[src/rtl/uart_rx_fifo.sv]
// 16x oversampled UART receiver feeding a first-word-fall-through FIFO.
// Each FIFO entry holds {framing error, parity error, payload}.
module uart_rx_fifo #(
  parameter int CLK_HZ     = 100_000_000,
  parameter int BAUD       = 9600,
  parameter int DATA_BITS  = 8,
  parameter int PARITY     = 0,
  parameter int FIFO_DEPTH = 16
) (
  input  logic                 clk,
  input  logic                 rst,
  input  logic                 RsRx,
  input  logic                 rd_en,
  output logic [DATA_BITS-1:0] rd_data,
  output logic                 rd_perr,
  output logic                 rd_ferr,
  output logic                 rd_valid,
  output logic                 full,
  output logic                 overflow,
  output logic [7:0]           frame_cnt
);

  localparam int TICK_DIV = CLK_HZ / (BAUD * 16);
  localparam int TW       = (TICK_DIV > 1) ? $clog2(TICK_DIV) : 1;
  localparam int AW       = $clog2(FIFO_DEPTH);
  localparam int EW       = DATA_BITS + 2;

  localparam logic [TW-1:0] TICK_LOAD = TW'(TICK_DIV - 1);
  localparam logic [3:0]    LAST_BIT  = 4'(DATA_BITS - 1);
  localparam logic [AW:0]   DEPTH_C   = (AW + 1)'(FIFO_DEPTH);

  // state    | meaning
  // S_IDLE   | line idle, waiting for a low level on a tick (or for a break to end)
  // S_START  | start bit seen, confirm low at mid-bit
  // S_DATA   | sampling payload bits, LSB first
  // S_PARITY | sampling the parity bit
  // S_STOP   | sampling the stop bit, then request a FIFO write
  typedef enum logic [2:0] {
    S_IDLE,
    S_START,
    S_DATA,
    S_PARITY,
    S_STOP
  } state_t;

  logic                 r_rx_meta;
  logic                 r_rx_s;
  logic [TW-1:0]        r_tick_cnt;
  logic                 w_tick;

  state_t               r_state;
  state_t               w_state_nxt;
  logic [3:0]           r_smp_cnt;
  logic [3:0]           w_smp_nxt;
  logic [3:0]           r_bit_cnt;
  logic [3:0]           w_bit_nxt;
  logic [DATA_BITS-1:0] r_shift;
  logic [DATA_BITS-1:0] w_shift_nxt;
  logic                 r_perr;
  logic                 w_perr_nxt;
  logic                 r_ferr;
  logic                 w_ferr_nxt;
  logic                 r_brk;
  logic                 w_brk_nxt;
  logic                 r_wr;
  logic                 w_wr_nxt;
  logic                 w_mid_smp;
  logic                 w_last_smp;

  logic [EW-1:0]        r_mem [FIFO_DEPTH];
  logic [AW-1:0]        r_wptr;
  logic [AW-1:0]        r_rptr;
  logic [AW:0]          r_count;
  logic                 r_overflow;
  logic [7:0]           r_frame_cnt;
  logic                 w_empty;
  logic                 w_full;
  logic                 w_do_rd;
  logic                 w_do_wr;
  logic [EW-1:0]        w_head;

  always_ff @(posedge clk or posedge rst) begin
    if (rst) begin
      r_rx_meta <= 1'b1;
      r_rx_s    <= 1'b1;
    end else begin
      r_rx_meta <= RsRx;
      r_rx_s    <= r_rx_meta;
    end
  end

  // Free-running divider; the sample counter, not this, aligns to each frame.
  assign w_tick = (r_tick_cnt == '0);

  always_ff @(posedge clk or posedge rst) begin
    if (rst) begin
      r_tick_cnt <= '0;
    end else if (w_tick) begin
      r_tick_cnt <= TICK_LOAD;
    end else begin
      r_tick_cnt <= r_tick_cnt - TW'(1);
    end
  end

  assign w_mid_smp  = (r_smp_cnt == 4'd7);
  assign w_last_smp = (r_smp_cnt == 4'd15);

  always_ff @(posedge clk or posedge rst) begin
    if (rst) begin
      r_state   <= S_IDLE;
      r_smp_cnt <= '0;
      r_bit_cnt <= '0;
      r_shift   <= '0;
      r_perr    <= 1'b0;
      r_ferr    <= 1'b0;
      r_brk     <= 1'b0;
      r_wr      <= 1'b0;
    end else begin
      r_state   <= w_state_nxt;
      r_smp_cnt <= w_smp_nxt;
      r_bit_cnt <= w_bit_nxt;
      r_shift   <= w_shift_nxt;
      r_perr    <= w_perr_nxt;
      r_ferr    <= w_ferr_nxt;
      r_brk     <= w_brk_nxt;
      r_wr      <= w_wr_nxt;
    end
  end

  always_comb begin
    w_state_nxt = r_state;
    w_smp_nxt   = r_smp_cnt;
    w_bit_nxt   = r_bit_cnt;
    w_shift_nxt = r_shift;
    w_perr_nxt  = r_perr;
    w_ferr_nxt  = r_ferr;
    w_brk_nxt   = r_brk;
    w_wr_nxt    = 1'b0;
    unique case (r_state)
      S_IDLE: begin
        // After a low stop bit the line must return high before a new start counts.
        if (r_brk) begin
          if (r_rx_s) w_brk_nxt = 1'b0;
        end else if (w_tick && !r_rx_s) begin
          w_state_nxt = S_START;
          w_smp_nxt   = '0;
          w_bit_nxt   = '0;
          w_perr_nxt  = 1'b0;
          w_ferr_nxt  = 1'b0;
        end
      end
      S_START: begin
        if (w_tick) begin
          if (w_mid_smp) begin
            w_smp_nxt   = '0;
            w_state_nxt = r_rx_s ? S_IDLE : S_DATA;
          end else begin
            w_smp_nxt = r_smp_cnt + 4'd1;
          end
        end
      end
      S_DATA: begin
        if (w_tick) begin
          if (w_last_smp) begin
            w_smp_nxt   = '0;
            w_shift_nxt = {r_rx_s, r_shift[DATA_BITS-1:1]};
            if (r_bit_cnt == LAST_BIT) begin
              w_bit_nxt   = '0;
              w_state_nxt = (PARITY != 0) ? S_PARITY : S_STOP;
            end else begin
              w_bit_nxt = r_bit_cnt + 4'd1;
            end
          end else begin
            w_smp_nxt = r_smp_cnt + 4'd1;
          end
        end
      end
      S_PARITY: begin
        if (w_tick) begin
          if (w_last_smp) begin
            w_smp_nxt   = '0;
            w_perr_nxt  = (^r_shift) ^ r_rx_s ^ (PARITY == 2);
            w_state_nxt = S_STOP;
          end else begin
            w_smp_nxt = r_smp_cnt + 4'd1;
          end
        end
      end
      S_STOP: begin
        if (w_tick) begin
          if (w_last_smp) begin
            w_smp_nxt   = '0;
            w_ferr_nxt  = ~r_rx_s;
            w_brk_nxt   = ~r_rx_s;
            w_wr_nxt    = 1'b1;
            w_state_nxt = S_IDLE;
          end else begin
            w_smp_nxt = r_smp_cnt + 4'd1;
          end
        end
      end
      default: w_state_nxt = S_IDLE;
    endcase
  end

  assign w_empty = (r_count == '0);
  assign w_full  = (r_count == DEPTH_C);
  assign w_do_rd = rd_en & ~w_empty;
  // A pop in the same cycle frees the slot the incoming frame needs.
  assign w_do_wr = r_wr & (~w_full | w_do_rd);

  always_ff @(posedge clk) begin
    if (w_do_wr) r_mem[r_wptr] <= {r_ferr, r_perr, r_shift};
  end

  always_ff @(posedge clk or posedge rst) begin
    if (rst) begin
      r_wptr      <= '0;
      r_rptr      <= '0;
      r_count     <= '0;
      r_overflow  <= 1'b0;
      r_frame_cnt <= '0;
    end else begin
      if (w_do_wr) begin
        r_wptr      <= r_wptr + AW'(1);
        r_frame_cnt <= r_frame_cnt + 8'd1;
      end
      if (w_do_rd) r_rptr <= r_rptr + AW'(1);
      if (r_wr && !w_do_wr) r_overflow <= 1'b1;
      case ({w_do_wr, w_do_rd})
        2'b10:   r_count <= r_count + (AW + 1)'(1);
        2'b01:   r_count <= r_count - (AW + 1)'(1);
        default: r_count <= r_count;
      endcase
    end
  end

  // Head is masked while empty so stale or uninitialised storage never shows.
  assign w_head    = r_mem[r_rptr];
  assign rd_valid  = ~w_empty;
  assign rd_data   = rd_valid ? w_head[DATA_BITS-1:0] : '0;
  assign rd_perr   = rd_valid & w_head[DATA_BITS];
  assign rd_ferr   = rd_valid & w_head[DATA_BITS+1];
  assign full      = w_full;
  assign overflow  = r_overflow;
  assign frame_cnt = r_frame_cnt;

endmodule

[config.mk]
export PLATFORM = sky130hd
export DESIGN_NAME = uart_rx_fifo
export DESIGN_NICKNAME = d
export VERILOG_FILES = /design/src/rtl/uart_rx_fifo.sv
export SDC_FILE = /design/constraint.sdc
export NUM_CORES = 1
export LEC_CHECK = 0
export BUFFER_PORTS_ARGS = -buffer_cell sky130_fd_sc_hd__buf_4
export CAP_MARGIN = 20
export CORE_UTILIZATION = 35
export CTS_BUF_LIST = sky130_fd_sc_hd__clkbuf_4 sky130_fd_sc_hd__clkbuf_8
export CTS_CLUSTER_SIZE = 28
export DETAILED_ROUTE_END_ITERATION = 8
export GPL_ROUTABILITY_DRIVEN = 0
export GPL_TIMING_DRIVEN = 0
export SLEW_MARGIN = 10
export SYNTH_ARGS = -nofsm -noshare
export SYNTH_HDL_FRONTEND = slang
export SYNTH_SLANG_ARGS = --single-unit
[constraint.sdc]
create_clock -name clk -period 3.2 [get_ports clk]
set_input_delay 0.16 -clock clk [delete_from_list [all_inputs] [get_ports clk]]
set_output_delay 0.16 -clock clk [all_outputs]
set_load 0.03 [all_outputs]
==> flow_metrics.env <==
export IMPL_cp_data_arrival_time_ns=2.77
export IMPL_slew_headroom=0.4368
export IMPL_start_kind="register"
export IMPL_hold_viol=0
export IMPL_antenna_cells=0
export IMPL_cp_max_fo=10
export IMPL_syn_area_per_cell_sq_um=16.98
export IMPL_power_density_nw_per_um2=639.6
export IMPL_grt_overflow=0
export IMPL_cp_end_kind="output port"
export IMPL_required_ns=3.04
export IMPL_slew_violations=0
export IMPL_synth_seq_area_share=0.6837
export IMPL_yosysWarnings=0
export IMPL_finalSetupViolCount=0
export IMPL_place_hpwl_um=12630
export IMPL_grt_busiest_layer="met2"
export IMPL_core_area_sq_um=25400
export IMPL_post_route_drc_count=0
export IMPL_hp_class="input pin to register"
export IMPL_cts_htree_levels=2
export IMPL_cts_buffer_depth=3
export IMPL_placed_area_sq_um=9781
export IMPL_dieArea_sq_um=26700
export IMPL_grt_pass1_vias=5265
export IMPL_worstMarginPinSlew_ns=0.8370
export IMPL_vias_per_cell=5.171
export IMPL_drv_cap=0
export IMPL_multi_input_area_sq_um=2748
export IMPL_synthCells=537
export IMPL_ys_types=55
export IMPL_status="complete, no violations"
export IMPL_final_net_count=627
export IMPL_fin_crit_ns=2.933
export IMPL_synth_ff_type="edfxtp_1"
export IMPL_cts_setup_buffers=0
export IMPL_track_usage=0.1512
export IMPL_finalInstanceArea_sq_um=10620
export IMPL_cts_tree="done"
export IMPL_area_growth_pct=16.49
export IMPL_p_leak_nw=4.285
export IMPL_grt_pass1_wl_um=30330
export IMPL_finalPower_mw=6.793
export IMPL_syn_num_nets=555
export IMPL_routed_wl_um=19220
export IMPL_synth_seq_cells=217
export IMPL_rsz0062_at_grt="no"
export IMPL_portBuffers=24
export IMPL_met2_usage=0.2600
export IMPL_cts_sinks=217
export IMPL_numCtsBuffers=38
export IMPL_async_flop_share=0.2627
export IMPL_fillers=2280
export IMPL_ios=25
export IMPL_clkTransAtPathRegs_ns=0.05
export IMPL_die_y_um=163.4
export IMPL_synth_area_sq_um=9117
export IMPL_drtIter0Drc=309
export IMPL_grt_use_met1=0.1950
export IMPL_drtPass1Iterations=4
export IMPL_final_util=0.4182
export IMPL_grt_max_degree=31
export IMPL_met3_usage=0.02743
export IMPL_worst_hold_slack_ns=0.2739
export IMPL_setup_ws_ns=0.2670
export IMPL_rows=58
export IMPL_skew_ns=0.03352
export IMPL_synth_edf_count=160
export IMPL_clk_latency_ns=0.53
export IMPL_fmax_mhz=341.0
export IMPL_worst_setup_path_type="register to output port"
export IMPL_die_x_um=163.4
export IMPL_seqCellArea_sq_um=6233
export IMPL_vias=5000
export IMPL_antenna_left=0
export IMPL_drive_above_1_share=0.2841
export IMPL_antenna_found_initial=0
export IMPL_cts_root_buf="clkbuf_8"
export IMPL_place_ws_ns=0.1320
export IMPL_fin_crit_sh=0.9166
export IMPL_wire_per_inst_um=19.88
export IMPL_ir_worst_vdd_v=0.0002878
export IMPL_start_util=0.3590
[synthesized netlist by cell type (4+ instances only)]
| cell type | count | area share |
|---|---|---|
| a31oi_1 | 4 | 0.0027 |
| a21oi_1 | 9 | 0.0049 |
| nor2_1 | 20 | 0.0082 |
| xnor2_1 | 21 | 0.020 |
| or3_1 | 4 | 0.0027 |
| dfrtp_1 | 55 | 0.15 |
| a21o_1 | 4 | 0.0033 |
| clkbuf_1 | 13 | 0.0054 |
| edfxtp_1 | 160 | 0.53 |
| nand2_1 | 29 | 0.012 |
| mux4_2 | 50 | 0.12 |
| mux2_2 | 12 | 0.015 |
| o21ai_0 | 18 | 0.0099 |
| nor3b_1 | 4 | 0.0033 |
| nand4_1 | 5 | 0.0034 |
| buf_4 | 4 | 0.0033 |
| nor4_1 | 4 | 0.0027 |
| nand3_1 | 11 | 0.0060 |
| and2_1 | 19 | 0.013 |
| and3_1 | 11 | 0.0075 |
| inv_1 | 14 | 0.0058 |
| xor2_1 | 6 | 0.0058 |
| ha_1 | 13 | 0.018 |
| nor3_1 | 8 | 0.0044 |
[layout make-up]
type	count	share of cell area
Buffer	21	0.01025
Clock buffer	55	0.06243
Clock inverter	13	0.01343
Inverter	14	0.004948
Multi-Input combinational cell	285	0.2587
Sequential cell	217	0.5869
Tap cell	330	0.03887
Timing Repair Buffer	32	0.02450
[kinds of logic (layout without fill, tap and decap cells)]
logic type | count (synthesis) | in the layout | synth area share
flops | 217 | 217 | 0.6837
simple gates | 128 | 128 | 0.07644
mux | 63 | 63 | 0.1394
compound gates | 53 | 53 | 0.03733
buf+inv | 35 | 135 | 0.01715
xor+xnor | 27 | 27 | 0.02594
fa+ha+maj | 14 | 14 | 0.02004
[sequential cells by signal, summed over array words and instances, names as in the netlist, 3 cells and up]
register,count
r_mem,160
r_tick_cnt,10
frame_cnt,8
r_shift,8
r_count,5
r_bit_cnt,4
r_rptr,4
r_smp_cnt,4
r_wptr,4
r_state,3
[metal layers]
layer	wire, um	up-vias
li1	-	2237
met2	9778	120
met5	0	-
met3	819	34
met1	8267	2609
met4	359	0
[placed cells by master (no fill, tap or decap), types with 15 or more instances in the layout]
cell type / netlist / layout
edfxtp_1: 160 / 160
o21ai_0: 18 / 17
clkbuf_4: 0 / 15
buf_4: 4 / 32
dfrtp_1: 55 / 55
clkbuf_8: 0 / 40
nand2_1: 29 / 29
and2_1: 19 / 19
mux4_2: 50 / 50
xnor2_1: 21 / 21
nor2_1: 20 / 20
[stage by stage]
| step | TNS, ns | instances |
|---|---|---|
| final | 0 | 967 |
| after detailed placement | 0 | 896 |
| after global routing | 0 | 967 |
| after CTS | 0 | 967 |
| after global placement | -17.17 | 891 |
| after floorplan | 0 | 537 |
[worst max-delay path, stage by stage, from the launching register on]
cell and delay (ns):
dfrtp_1 0.34, clkbuf_1 0.28, clkbuf_2 0.37, mux4_2 0.41, mux4_2 0.51, and2_1 0.18, buf_4 0.16
[final timing paths]
check	endpoint	from	slack (ns)	cells past startpoint
min reg2reg	r_rx_s	r_rx_meta	0.35	0
min	r_rx_meta	RsRx	0.27	2
min in group asynchronous	r_tick_cnt[9]	rst	0.30	3
max in group asynchronous	r_rx_s	rst	2.25	4
max	rd_data[3]	r_rptr[1]	0.27	6
max reg2reg	r_mem[5][6]	r_count[0]	0.36	6
[where the power goes]
group | internal, mW | switching, mW | total (mW)
Clock | 1.58 | 1.12 | 2.70
Sequential | 3.06 | 0.0651 | 3.12
Combinational | 0.454 | 0.523 | 0.977
Total | 5.09 | 1.70 | 6.79
[what timing repair did]
| action | 4_1_cts | 5_1_grt |
|---|---|---|
| endpoints found under the hold margin | 31 | 0 |
| gates resized for setup | 1 | 7 |
| cloned | 0 | 0 |
| setup endpoints to repair | 6 | 90 |
| hold buffers | 3 | 0 |
(Power assumes the default switching activity.)
